===== src/rtl/hazard_ctrl_if.sv =====
`default_nettype none
// ============================================================================
//  Module      : hazard_ctrl_if
//  Description : Bundles the hazard-detection inputs and the stage-register
//                control outputs of the pipeline hazard controller.
//                slave  - seen by hazard_ctrl (hazard info in, enables out)
//                master - seen by the pipeline datapath (hazard info out,
//                         enables in)
//  Ports       : id_rs1_addr/id_rs2_addr/id_uses_rs1/id_uses_rs2 - ID operands
//                ex_mem_read/ex_rd/ex_redirect/ex_target        - EX info
//                imem_resp/dmem_req/dmem_resp                   - memories
//                load_*/flush_*/redirect_vld/redirect_pc        - controls
//                stall_count                                    - perf counter
//  Revision    : 1.0  initial release
// ============================================================================
interface hazard_ctrl_if #(
   parameter int CNT_W = 32
);
   logic [4:0]       id_rs1_addr;
   logic [4:0]       id_rs2_addr;
   logic             id_uses_rs1;
   logic             id_uses_rs2;
   logic             ex_mem_read;
   logic [4:0]       ex_rd;
   logic             ex_redirect;
   logic [31:0]      ex_target;
   logic             imem_resp;
   logic             dmem_req;
   logic             dmem_resp;
   logic             load_pc;
   logic             redirect_vld;
   logic [31:0]      redirect_pc;
   logic             load_if_id;
   logic             flush_if_id;
   logic             load_id_ex;
   logic             flush_id_ex;
   logic             load_ex_mem;
   logic             load_mem_wb;
   logic [CNT_W-1:0] stall_count;

   modport master (
      output id_rs1_addr, id_rs2_addr, id_uses_rs1, id_uses_rs2,
      output ex_mem_read, ex_rd, ex_redirect, ex_target,
      output imem_resp, dmem_req, dmem_resp,
      input  load_pc, redirect_vld, redirect_pc,
      input  load_if_id, flush_if_id, load_id_ex, flush_id_ex,
      input  load_ex_mem, load_mem_wb, stall_count
   );

   modport slave (
      input  id_rs1_addr, id_rs2_addr, id_uses_rs1, id_uses_rs2,
      input  ex_mem_read, ex_rd, ex_redirect, ex_target,
      input  imem_resp, dmem_req, dmem_resp,
      output load_pc, redirect_vld, redirect_pc,
      output load_if_id, flush_if_id, load_id_ex, flush_id_ex,
      output load_ex_mem, load_mem_wb, stall_count
   );
endinterface
`default_nettype wire


===== src/rtl/hazard_ctrl.sv =====
`default_nettype none
// ============================================================================
//  Module      : hazard_ctrl
//  Description : Pipeline hazard control. Generates load/flush enables for
//                the IF_ID, ID_EX, EX_MEM, MEM_WB stage registers and the PC.
//                Handles D-memory wait freezes, EX-stage redirects (with a
//                held target when the fetch is still outstanding), load-use
//                stalls and I-memory fetch waits. Counts stalled cycles in a
//                saturating counter.
//  Ports       : clk - clock, rst - synchronous active-high reset,
//                hz  - hazard_ctrl_if.slave (hazard inputs, control outputs)
//  Revision    : 1.0  initial release
// ============================================================================
module hazard_ctrl #(
   parameter int CNT_W = 32
) (
   input  wire logic    clk,
   input  wire logic    rst,
   hazard_ctrl_if.slave hz
);

   typedef enum logic [0:0] {
      ST_RUN        = 1'b0,
      ST_REDIR_WAIT = 1'b1
   } state_t;

   state_t           state_q, state_d;
   logic [31:0]      tgt_q, tgt_d;
   logic [CNT_W-1:0] stall_count_q, stall_count_d;

   logic dmem_busy;
   logic load_use;
   logic stall;

   always_comb begin
      dmem_busy = hz.dmem_req & ~hz.dmem_resp;
      load_use  = hz.ex_mem_read & (hz.ex_rd != 5'd0) &
                  ((hz.id_uses_rs1 & (hz.id_rs1_addr == hz.ex_rd)) |
                   (hz.id_uses_rs2 & (hz.id_rs2_addr == hz.ex_rd)));

      state_d         = state_q;
      tgt_d           = tgt_q;
      stall_count_d   = stall_count_q;
      stall           = 1'b0;
      hz.load_pc      = 1'b0;
      hz.redirect_vld = 1'b0;
      hz.load_if_id   = 1'b0;
      hz.flush_if_id  = 1'b0;
      hz.load_id_ex   = 1'b0;
      hz.flush_id_ex  = 1'b0;
      hz.load_ex_mem  = 1'b0;
      hz.load_mem_wb  = 1'b0;

      if (dmem_busy) begin
         // Full freeze: a redirect sitting in EX stays there and is taken
         // once the data access completes.
         stall = 1'b1;
      end else if (state_q == ST_REDIR_WAIT) begin
         // ID_EX only holds bubbles here, so ex_redirect cannot be real.
         stall          = 1'b1;
         hz.flush_id_ex = 1'b1;
         hz.load_ex_mem = 1'b1;
         hz.load_mem_wb = 1'b1;
         if (hz.imem_resp) begin
            // The word fetched from the stale PC is dropped.
            hz.flush_if_id  = 1'b1;
            hz.load_pc      = 1'b1;
            hz.redirect_vld = 1'b1;
            state_d         = ST_RUN;
         end
      end else if (hz.ex_redirect) begin
         hz.flush_if_id = 1'b1;
         hz.flush_id_ex = 1'b1;
         hz.load_ex_mem = 1'b1;
         hz.load_mem_wb = 1'b1;
         if (hz.imem_resp) begin
            hz.load_pc      = 1'b1;
            hz.redirect_vld = 1'b1;
            hz.load_if_id   = 1'b1;
            hz.load_id_ex   = 1'b1;
         end else begin
            // PC cannot move until the outstanding fetch returns; park
            // the target and apply it on the response.
            stall   = 1'b1;
            tgt_d   = hz.ex_target;
            state_d = ST_REDIR_WAIT;
         end
      end else if (load_use) begin
         stall          = 1'b1;
         hz.flush_id_ex = 1'b1;
         hz.load_ex_mem = 1'b1;
         hz.load_mem_wb = 1'b1;
      end else if (!hz.imem_resp) begin
         stall          = 1'b1;
         hz.flush_id_ex = 1'b1;
         hz.load_ex_mem = 1'b1;
         hz.load_mem_wb = 1'b1;
      end else begin
         hz.load_pc     = 1'b1;
         hz.load_if_id  = 1'b1;
         hz.load_id_ex  = 1'b1;
         hz.load_ex_mem = 1'b1;
         hz.load_mem_wb = 1'b1;
      end

      if (rst) begin
         // Enables are forced low for the whole reset cycle.
         state_d         = ST_RUN;
         tgt_d           = 32'd0;
         stall_count_d   = '0;
         hz.load_pc      = 1'b0;
         hz.redirect_vld = 1'b0;
         hz.load_if_id   = 1'b0;
         hz.flush_if_id  = 1'b0;
         hz.load_id_ex   = 1'b0;
         hz.flush_id_ex  = 1'b0;
         hz.load_ex_mem  = 1'b0;
         hz.load_mem_wb  = 1'b0;
      end else if (stall && (stall_count_q != {CNT_W{1'b1}})) begin
         stall_count_d = stall_count_q + 1'b1;
      end
   end

   assign hz.redirect_pc = (state_q == ST_RUN) ? hz.ex_target : tgt_q;
   assign hz.stall_count = stall_count_q;

   always_ff @(posedge clk) begin
      state_q       <= state_d;
      tgt_q         <= tgt_d;
      stall_count_q <= stall_count_d;
   end

endmodule
`default_nettype wire


===== src/flat_wrapper.sv =====
// flat-port wrapper written by rule: the top's interface ports become plain ports
module hazard_ctrl_flat 
#(
   parameter int CNT_W = 32
)
  (clk, rst, hz_id_rs1_addr, hz_id_rs2_addr, hz_id_uses_rs1, hz_id_uses_rs2, hz_ex_mem_read, hz_ex_rd, hz_ex_redirect, hz_ex_target, hz_imem_resp, hz_dmem_req, hz_dmem_resp, hz_load_pc, hz_redirect_vld, hz_redirect_pc, hz_load_if_id, hz_flush_if_id, hz_load_id_ex, hz_flush_id_ex, hz_load_ex_mem, hz_load_mem_wb, hz_stall_count);
  hazard_ctrl_if #(.CNT_W(CNT_W)) hz_i ();
  input  wire logic clk;
  input  wire logic rst;
  input wire logic [$bits(hz_i.id_rs1_addr)-1:0] hz_id_rs1_addr;
  input wire logic [$bits(hz_i.id_rs2_addr)-1:0] hz_id_rs2_addr;
  input wire logic [$bits(hz_i.id_uses_rs1)-1:0] hz_id_uses_rs1;
  input wire logic [$bits(hz_i.id_uses_rs2)-1:0] hz_id_uses_rs2;
  input wire logic [$bits(hz_i.ex_mem_read)-1:0] hz_ex_mem_read;
  input wire logic [$bits(hz_i.ex_rd)-1:0] hz_ex_rd;
  input wire logic [$bits(hz_i.ex_redirect)-1:0] hz_ex_redirect;
  input wire logic [$bits(hz_i.ex_target)-1:0] hz_ex_target;
  input wire logic [$bits(hz_i.imem_resp)-1:0] hz_imem_resp;
  input wire logic [$bits(hz_i.dmem_req)-1:0] hz_dmem_req;
  input wire logic [$bits(hz_i.dmem_resp)-1:0] hz_dmem_resp;
  output wire logic [$bits(hz_i.load_pc)-1:0] hz_load_pc;
  output wire logic [$bits(hz_i.redirect_vld)-1:0] hz_redirect_vld;
  output wire logic [$bits(hz_i.redirect_pc)-1:0] hz_redirect_pc;
  output wire logic [$bits(hz_i.load_if_id)-1:0] hz_load_if_id;
  output wire logic [$bits(hz_i.flush_if_id)-1:0] hz_flush_if_id;
  output wire logic [$bits(hz_i.load_id_ex)-1:0] hz_load_id_ex;
  output wire logic [$bits(hz_i.flush_id_ex)-1:0] hz_flush_id_ex;
  output wire logic [$bits(hz_i.load_ex_mem)-1:0] hz_load_ex_mem;
  output wire logic [$bits(hz_i.load_mem_wb)-1:0] hz_load_mem_wb;
  output wire logic [$bits(hz_i.stall_count)-1:0] hz_stall_count;
  assign hz_i.id_rs1_addr = hz_id_rs1_addr;
  assign hz_i.id_rs2_addr = hz_id_rs2_addr;
  assign hz_i.id_uses_rs1 = hz_id_uses_rs1;
  assign hz_i.id_uses_rs2 = hz_id_uses_rs2;
  assign hz_i.ex_mem_read = hz_ex_mem_read;
  assign hz_i.ex_rd = hz_ex_rd;
  assign hz_i.ex_redirect = hz_ex_redirect;
  assign hz_i.ex_target = hz_ex_target;
  assign hz_i.imem_resp = hz_imem_resp;
  assign hz_i.dmem_req = hz_dmem_req;
  assign hz_i.dmem_resp = hz_dmem_resp;
  assign hz_load_pc = hz_i.load_pc;
  assign hz_redirect_vld = hz_i.redirect_vld;
  assign hz_redirect_pc = hz_i.redirect_pc;
  assign hz_load_if_id = hz_i.load_if_id;
  assign hz_flush_if_id = hz_i.flush_if_id;
  assign hz_load_id_ex = hz_i.load_id_ex;
  assign hz_flush_id_ex = hz_i.flush_id_ex;
  assign hz_load_ex_mem = hz_i.load_ex_mem;
  assign hz_load_mem_wb = hz_i.load_mem_wb;
  assign hz_stall_count = hz_i.stall_count;
  hazard_ctrl #(.CNT_W(CNT_W)) u_core (.clk(clk), .rst(rst), .hz(hz_i));
endmodule

===== config.mk =====
export PLATFORM = sky130hd
export DESIGN_NAME = hazard_ctrl_flat
export DESIGN_NICKNAME = d
export VERILOG_FILES = /design/src/rtl/hazard_ctrl_if.sv /design/src/rtl/hazard_ctrl.sv /design/src/flat_wrapper.sv
export SDC_FILE = /design/constraint.sdc
export NUM_CORES = 1
export LEC_CHECK = 0
export CAP_MARGIN = 20
export CORE_MARGIN = 3
export CORE_UTILIZATION = 49
export DETAILED_ROUTE_END_ITERATION = 10
export HOLD_SLACK_MARGIN = 0.12
export PLACE_DENSITY = 0.95
export SLEW_MARGIN = 20
export SYNTH_ARGS = -nofsm -noshare
export SYNTH_HDL_FRONTEND = slang
export SYNTH_SLANG_ARGS = --single-unit
export TNS_END_PERCENT = 10

===== constraint.sdc =====
create_clock -name clk -period 5.9 [get_ports clk]
set_input_delay 1.18 -clock clk [delete_from_list [all_inputs] [get_ports clk]]
set_output_delay 1.18 -clock clk [all_outputs]
set_load 0.02 [all_outputs]

Word-level counts from Yosys, hierarchy flattened. Cells that the tools add are included.

Bits of input ports: 56. Register bits after elaboration: 65. Word-level logic and storage cells: 51. Bits in writable memories: 0. ROM bits: 0. Bits in latches: 0. Output and inout bits: 72. Memories kept: 0.

Shift operators: 0. Magnitude comparators: 0. Reduce and logical (&&, ||, !) cells: 3. Multipliers: 0. Eq/ne operators: 3. Div/mod/pow operators: 0. Multiplexer cells: 31. Bitwise operators: 10. Add/subtract/negate cells: 1.

Operators with widths (count): $add A32 B1 Y32 const B (1); $mux W32 (1); $ne A32 B32 Y1 const B (1); $mux W1 (30); $eq A5 B5 Y1 (2); $and A1 B1 Y1 (5); $reduce_bool A5 Y1 (1); $not A1 Y1 (4); $reduce_and A4 Y1 (1); $logic_and A1 B1 Y1 (1); $or A1 B1 Y1 (1).

Depth between registers and ports, before layout. Gate-level depths: netlist (run 1).

Depth after elaboration: 9. Depth in mapped cells: 9. Gate-level depth less buffers: 7.

Worst setup path before layout (run 1). Ideal clock, no wire load.

Path kind: in2out. Start: input port hz_ex_rd[0]. End: output port hz_load_if_id. Cell stages on the path: 5. Path slack: 1222 ps. Arrival time: 3498 ps. Buffers on the path: 1. Cell sequence: or4_1 > o21ai_1 > nor2_1 > a2111oi_0 > buf_4.

Word-level cells in the longest chain between the ends: 9.

Ends and longest elaborated chain: start, declared (line flat_wrapper.sv:15) `input wire logic [$bits(hz_i.ex_rd)-1:0] hz_ex_rd;`; $eq A5 B5 Y1, on equally long branches (line hazard_ctrl.sv:38, hazard_ctrl.sv:39); $and A1 B1 Y1, on equally long branches (line hazard_ctrl.sv:38, hazard_ctrl.sv:39); $or A1 B1 Y1 (line hazard_ctrl.sv:38) `((hz.id_uses_rs1 & (hz.id_rs1_addr == hz.ex_rd)) |`; $and A1 B1 Y1 * (line hazard_ctrl.sv:37) `load_use = hz.ex_mem_read & (hz.ex_rd != 5'd0) &`; $mux W1 * (5 in a row); end, declared (line flat_wrapper.sv:24) `output wire logic [$bits(hz_i.load_if_id)-1:0] hz_load_if_id;`.

Mark *: on every way between the ends. The rest lies on a longest branch, timed or not.

Final worst setup path (run 1).
Start: input port hz_ex_rd[0]. End: output port hz_load_id_ex.

Word-level cells in the longest chain between the ends: 9.

Ends and longest elaborated chain: $eq A5 B5 Y1, on equally long branches (line hazard_ctrl.sv:38, hazard_ctrl.sv:39); $and A1 B1 Y1, on equally long branches (line hazard_ctrl.sv:38, hazard_ctrl.sv:39); $or A1 B1 Y1 (line hazard_ctrl.sv:38); $and A1 B1 Y1 * (line hazard_ctrl.sv:37); $mux W1 * (line hazard_ctrl.sv:88) `end else if (load_use) begin`; $mux W1 * (line hazard_ctrl.sv:71) `end else if (hz.ex_redirect) begin`; $mux W1 * (line hazard_ctrl.sv:58) `end else if (state_q == ST_REDIR_WAIT) begin`; $mux W1 * (line hazard_ctrl.sv:54) `if (dmem_busy) begin`; $mux W1 * (line hazard_ctrl.sv:106) `if (rst) begin`; end, declared (line flat_wrapper.sv:26) `output wire logic [$bits(hz_i.load_id_ex)-1:0] hz_load_id_ex;`.

Marked as above.

==> results.yml, run 1 <==
status:
  outcome: "complete, no violations"
grt:
  busiest_layer: "met2"
  grt_usage: 0.242
  overflow: 0
  grt_max_degree: 40
  grt_pass1_vias: 3479
  grt.met1_usage: 0.287
  met3_usage: 0.0658
  antenna_found_initial: 0
  met2_usage: 0.405
  grt_pass1_wl_mm: 16.6
layout:
  area_growth_pct: 39.7
  utilization: 0.714
  final_area_um2: 4930
  drive_gt1_frac: 0.114
  antennaDiodeCount: 0
  nets: 589
die:
  dieArea_um2: 8260
  dieWidth_um: 90.9
  io_pins: 128
  start_util: 0.511
  coreArea_um2: 6910
  die_y_um: 90.9
  rows: 30
clocking:
  h-tree-depth: 3
  clk_path_buf_depth: 2
  ctsHoldBuffers: 0
  cts-buffers-inserted: 9
  cts_setup_buffers: 0
  cts_num_sinks: 65
  cts.repair.resized: 0
  clkSlewWorstSetupHoldPaths_ns: 0.08
  worstSkewPairLatency_ns: 0.34
  clock-root-buffer: "clkbuf_8"
  cts_tree: "done"
synthesis:
  syn_avg_cell_area_um2: 8.29
  synth_edf_count: 0
  yosysWarningCount: 0
  yosys.area_share.xor_xnor: 0.0248
  seq_area_frac_synth: 0.369
  synth_ff_type: "dfxtp_1"
  syn-num-nets: 483
  synthMuxAreaShare: 0.121
  ys_ff_latch: 65
  synth.distinct_cells: 46
  yosysTopAreaCell: "dfxtp_1"
  synth_compound_area_frac: 0.159
  synth_cells: 426
  synth-async-reset-ratio: 0
  yosys.area_share.simple: 0.265
  netlist_area_um2: 3530
  synth_top_family_by_area: "simple AND/OR/NAND/NOR gates"
  ys_top_cells_by_area: "dfxtp_1, mux2_2, a21oi_1"
  yosys.cell_count.top_type: "nand2_1"
  synth_fa_ha_area_frac: 0.00354
  synth_top_area_frac: 0.369
  synthTopCellsByCount: "nand2_1, dfxtp_1, a21oi_1"
route:
  drt-total-wl_mm: 10.2
  vias: 3674
  ant_nets: 0
  firstDrtPassIters: 5
  drc: 0
  routedWlPerCell_um: 16.1
  viasPerCell: 5.80
  drtIter0Drc: 95
critical_path:
  required_ns: 4.72
  path_max_fanout: 3
  cp_common_cell: "clkdlybuf4s50_1"
  cp_cell_sequence: "clkdlybuf4s50_1 -> or4_1 -> o21ai_1 -> nor2_1 -> a2111oi_0 -> clkdlybuf4s50_1"
  cp.arrival_ns: 3.78
  rrSetupSlack_ns: 3.51
  critPathMaxStageDelay_ns: 0.74
  path_class: "in2out"
  crit_slowest_cell: "clkdlybuf4s50_1"
  start_kind: "primary input"
  crit_path_end_kind: "output pin"
hold_path:
  hold_class: "reg2reg"
power:
  intPower_mw: 0.704
  ir_worst_vdd_v: 0.000123
  p_per_area_nw_per_um2: 201
  pwr-share-seq: 0.462
  combPwrFrac: 0.208
  p_switching_mw: 0.285
  total_power_mw: 0.989
  netSwitchingFraction: 0.288
  p_leak_nw: 1.63
  clkPwrFrac: 0.330
placed_design:
  dpl_cell_area_um2: 4770
  dp_hpwl_mm: 7.28
  place_congestion: 0.827
  io_buffers: 127
sta:
  final-max-slew-violation-count: 0
  fin_setup_tns_ns: 0
  hold_viol: 0
  tightest_slew_ns: 1.09
  slew-limit-headroom: 0.274
  worst_clock_skew_ns: 0.00966
  fin_crit_ns: 4.96
  max_freq_ghz: 0.201
  post-route-period-util: 0.841
  grt_setup_unrepaired: "false"
  setup_viol: 0
job:
  max_cap_viol_count: 0
layout by cell type (no fill, tap or decap), types with 2 or more instances in the layout:
| cell | n |
|---|---|
| a21oi_1 | 59 |
| and2_1 | 2 |
| and3_1 | 5 |
| and4_1 | 2 |
| buf_4 | 5 |
| clkbuf_8 | 9 |
| clkdlybuf4s50_1 | 126 |
| clkinv_2 | 4 |
| clkinvlp_4 | 2 |
| dfxtp_1 | 65 |
| inv_1 | 3 |
| mux2_1 | 5 |
| mux2_2 | 32 |
| nand2_1 | 77 |
| nand2b_1 | 3 |
| nand3_1 | 12 |
| nand4_1 | 14 |
| nor2_1 | 12 |
| nor2b_1 | 5 |
| nor3_1 | 2 |
| nor4_1 | 4 |
| o21ai_0 | 3 |
| o31ai_1 | 23 |
| or3_1 | 6 |
| or4_1 | 25 |
| xnor2_1 | 10 |
layout make-up:
cell class	instances	area, µm²
clock buffers	10	128
clock inverters	6	35.0
fillers	523	1980
inverters	3	11.3
multi-input cells	321	2030
flip-flops and latches	65	1300
well taps	96	120
repair buffers	132	1300
power by group through the flow:
stage / clock, mW / combinational, mW / sequential [mW]
after floorplan: 0 / 0.106 / 0.467
after global placement: 0 / 0.199 / 0.466
after detailed placement: 0 / 0.204 / 0.467
after CTS: 0.328 / 0.206 / 0.457
after global routing: 0.349 / 0.219 / 0.459
final: 0.326 / 0.205 / 0.457
worst max-delay path: cells and delay by family:
family / cells / cell delay (ns)
compound gates: 2 / 0.72
simple gates: 2 / 0.66
buf+inv: 2 / 1.22
cell families after synthesis:
| kind of cell | count (synthesis) |
|---|---|
| mux | 38 |
| simple gates | 178 |
| compound gates | 94 |
| buf+inv | 40 |
| flops | 65 |
| xor+xnor | 10 |
| fa+ha+maj | 1 |
routing by layer:
| metal | share of wire | routed length (µm) |
|---|---|---|
| met1 | 0.40 | 4060 |
| met2 | 0.50 | 5070 |
| met3 | 0.079 | 809 |
| met4 | 0.025 | 251 |
| met5 | 0 | 0 |
registers in the layout, summed over array words and instances (netlist names):
signal and flops:
u_core.tgt_q 32, u_core.state_q 1, u_core.hz.stall_count 32
stage by stage:
step	cells	setup WS, ns	hold WS, ns
global route	633	0.624	0.474
CTS	633	0.919	0.458
floorplan	426	1.22	0.433
finish	633	0.936	0.458
detailed placement	617	0.952	0.448
global placement	617	1.03	0.438
worst paths after layout:
check / start / end / cells past startpoint
worst max register to register: u_core.hz.stall_count[0]$_SDFFE_PP0P_ / u_core.hz.stall_count[1]$_SDFFE_PP0P_ / 7
worst max-delay path: hz_ex_rd[0] / hz_load_id_ex / 6
worst min-delay path: u_core.tgt_q[27]$_SDFFE_PP0P_ / u_core.tgt_q[27]$_SDFFE_PP0P_ / 2
worst min register to register: u_core.tgt_q[27]$_SDFFE_PP0P_ / u_core.tgt_q[27]$_SDFFE_PP0P_ / 2
Note: power is estimated with default switching activity, not from simulation.
==> inputs of run 2 (changes only) <==
Settings changed: CORE_UTILIZATION 49 to 41, PLACE_DENSITY 0.95 to 0.88.
Clock period 5.9 ns to 4.2 ns, I/O delays scaled along.
==> run 2 against run 1 <==
  * Clock skew is 0.0016 ns lower
  * Critical path type unchanged
  * Clock-buffer cell count is 1 lower
  * Via count is 0.22% lower
  * Final cell count is 1.9% higher
  * Hold slack worse by 0.0050 ns
  * Die area is 18% higher
  * Global-route usage is 4.1 points lower
  * Combinational power is 39% higher
  * Register-to-register slack worse by 1.6 ns
  * Critical path depth is 1 higher
  * Utilization is 11 points lower
==> results.yml, run 2 (synthesized netlist as in run 1, its figures left out) <==
placed_design:
  place_congestion: 0.809
  dpl_cell_area_um2: 4800
  dp_hpwl_mm: 7.20
  io_buffers: 127
sta:
  slew-limit-headroom: 0.462
  grt_setup_unrepaired: "false"
  holdWs_ns: 0.453
  final-max-slew-violation-count: 0
  setup_viol: 0
  fin_crit_ns: 4.12
  max_freq_ghz: 0.243
  post-route-period-util: 0.980
  worst_clock_skew_ns: 0.00809
  tightest_slew_ns: 0.806
  hold_viol: 0
layout:
  area_growth_pct: 41.1
  fill_cells: 694
  regArea_um2: 1300
  utilization: 0.600
  mostFrequentLayoutCell: "clkdlybuf4s50_1"
  final_area_um2: 4980
  mostFrequentLayoutCells: "clkdlybuf4s50_1, nand2_1, dfxtp_1, a21oi_1, mux2_2"
  nets: 592
  drive_gt1_frac: 0.126
  multi_input_area_um2: 2040
  antennaDiodeCount: 0
critical_path:
  crit_slowest_cell: "clkdlybuf4s50_1"
  path_max_fanout: 3
  required_ns: 3.36
  path_delay_family: "buffers and inverters"
  cp_cell_sequence: "clkdlybuf4s50_1 -> or4_1 -> o21ai_1 -> nor2_1 -> a2111oi_2 -> buf_4 -> clkdlybuf4s50_1"
  path_class: "in2out"
  crit_path_end_kind: "output pin"
  cp.arrival_ns: 3.28
  critical_path_buf_inv_count: 3
  start_kind: "primary input"
  critPathMaxStageDelay_ns: 0.60
  cp_common_cell: "clkdlybuf4s50_1"
route:
  drtIter0Drc: 108
  route.met3.wl_um: 867
  firstDrtPassIters: 5
  top_layer: "met4"
  dr_wl_met2_mm: 5.07
  routedWlPerCell_um: 15.4
  vias: 3666
  wl_met1_mm: 3.91
  drt-total-wl_mm: 9.93
  ant_nets: 0
  drc: 0
  viasPerCell: 5.68
power:
  p_leak_nw: 1.66
  ir_worst_vdd_v: 0.000183
  p_per_area_nw_per_um2: 281
die:
  coreArea_um2: 8300
  rows: 33
  die_y_um: 98.8
  io_pins: 128
  dieWidth_um: 98.8
  dieArea_um2: 9760
  start_util: 0.425
status:
  outcome: "complete, no violations"
clocking:
  cts_num_sinks: 65
  clkSlewWorstSetupHoldPaths_ns: 0.07
  h-tree-depth: 3
  cts_setup_buffers: 0
  clk_path_buf_depth: 2
  clock-root-buffer: "clkbuf_8"
  cts_tree: "done"
  worstSkewPairLatency_ns: 0.33
  cts-buffers-inserted: 9
job:
  max_cap_viol_count: 0
grt:
  grt_max_degree: 42
  overflow: 0
  grt_usage: 0.201
  grt_pass1_wl_mm: 16.3
  grt_pass1_vias: 3409
  antenna_found_initial: 0
hold_path:
  hold_class: "reg2reg"
==> run 2: per-layer routing <==
metal	up-vias	global-route usage
li1	1764	-
met5	-	0
met3	8	0.0573
met1	1737	0.239
met4	0	0.0609
met2	157	0.349
==> run 2: final timing paths <==
| check | start | end | slack, ns | depth (start not counted) |
|---|---|---|---|---|
| max | hz_ex_rd[3] | hz_load_if_id | 0.08 | 7 |
| min | u_core.tgt_q[11]$_SDFFE_PP0P_ | u_core.tgt_q[11]$_SDFFE_PP0P_ | 0.45 | 2 |
| max reg2reg | u_core.hz.stall_count[11]$_SDFFE_PP0P_ | u_core.hz.stall_count[30]$_SDFFE_PP0P_ | 1.90 | 6 |
| min reg2reg | u_core.tgt_q[11]$_SDFFE_PP0P_ | u_core.tgt_q[11]$_SDFFE_PP0P_ | 0.45 | 2 |
==> run 2: area by class of cell <==
cell class / count / share of cell area
clock buffer: 9 / 0.0249
timing repair buffer: 135 / 0.266
tap: 105 / 0.0264
clock inverter: 7 / 0.00929
inverter: 3 / 0.00226
multi-input combinational: 321 / 0.409
sequential: 65 / 0.261
==> run 2: repair_timing <==
item                                    CTS  global route
hold buffers                              0             0
hold endpoints to repair                  0             0
gates resized for setup                   1             1
endpoints found under the setup margin    2             2
==> run 2: through the flow <==
step | cells | worst slack, ns | setup TNS [ns] | total power, mW
global route | 645 | 0.0172 | 0 | 1.46
detailed placement | 629 | -0.0409 | -0.0813 | 0.944
CTS | 645 | 0.0112 | 0 | 1.42
finish | 645 | 0.0845 | 0 | 1.40
global placement | 629 | 0.0741 | 0 | 0.937
floorplan | 426 | 0.202 | 0 | 0.805
==> run 2: power breakdown <==
part	total (mW)	internal, mW	switching, mW
clock	0.468	0.214	0.254
combinational	0.284	0.150	0.134
sequential	0.648	0.632	0.0165
==> run 2: tightest hold or removal path, stage by stage, from the launching register on <==
cell,delay [ns]
dfxtp_1,0.31
nand2_1,0.05
a21oi_1,0.05
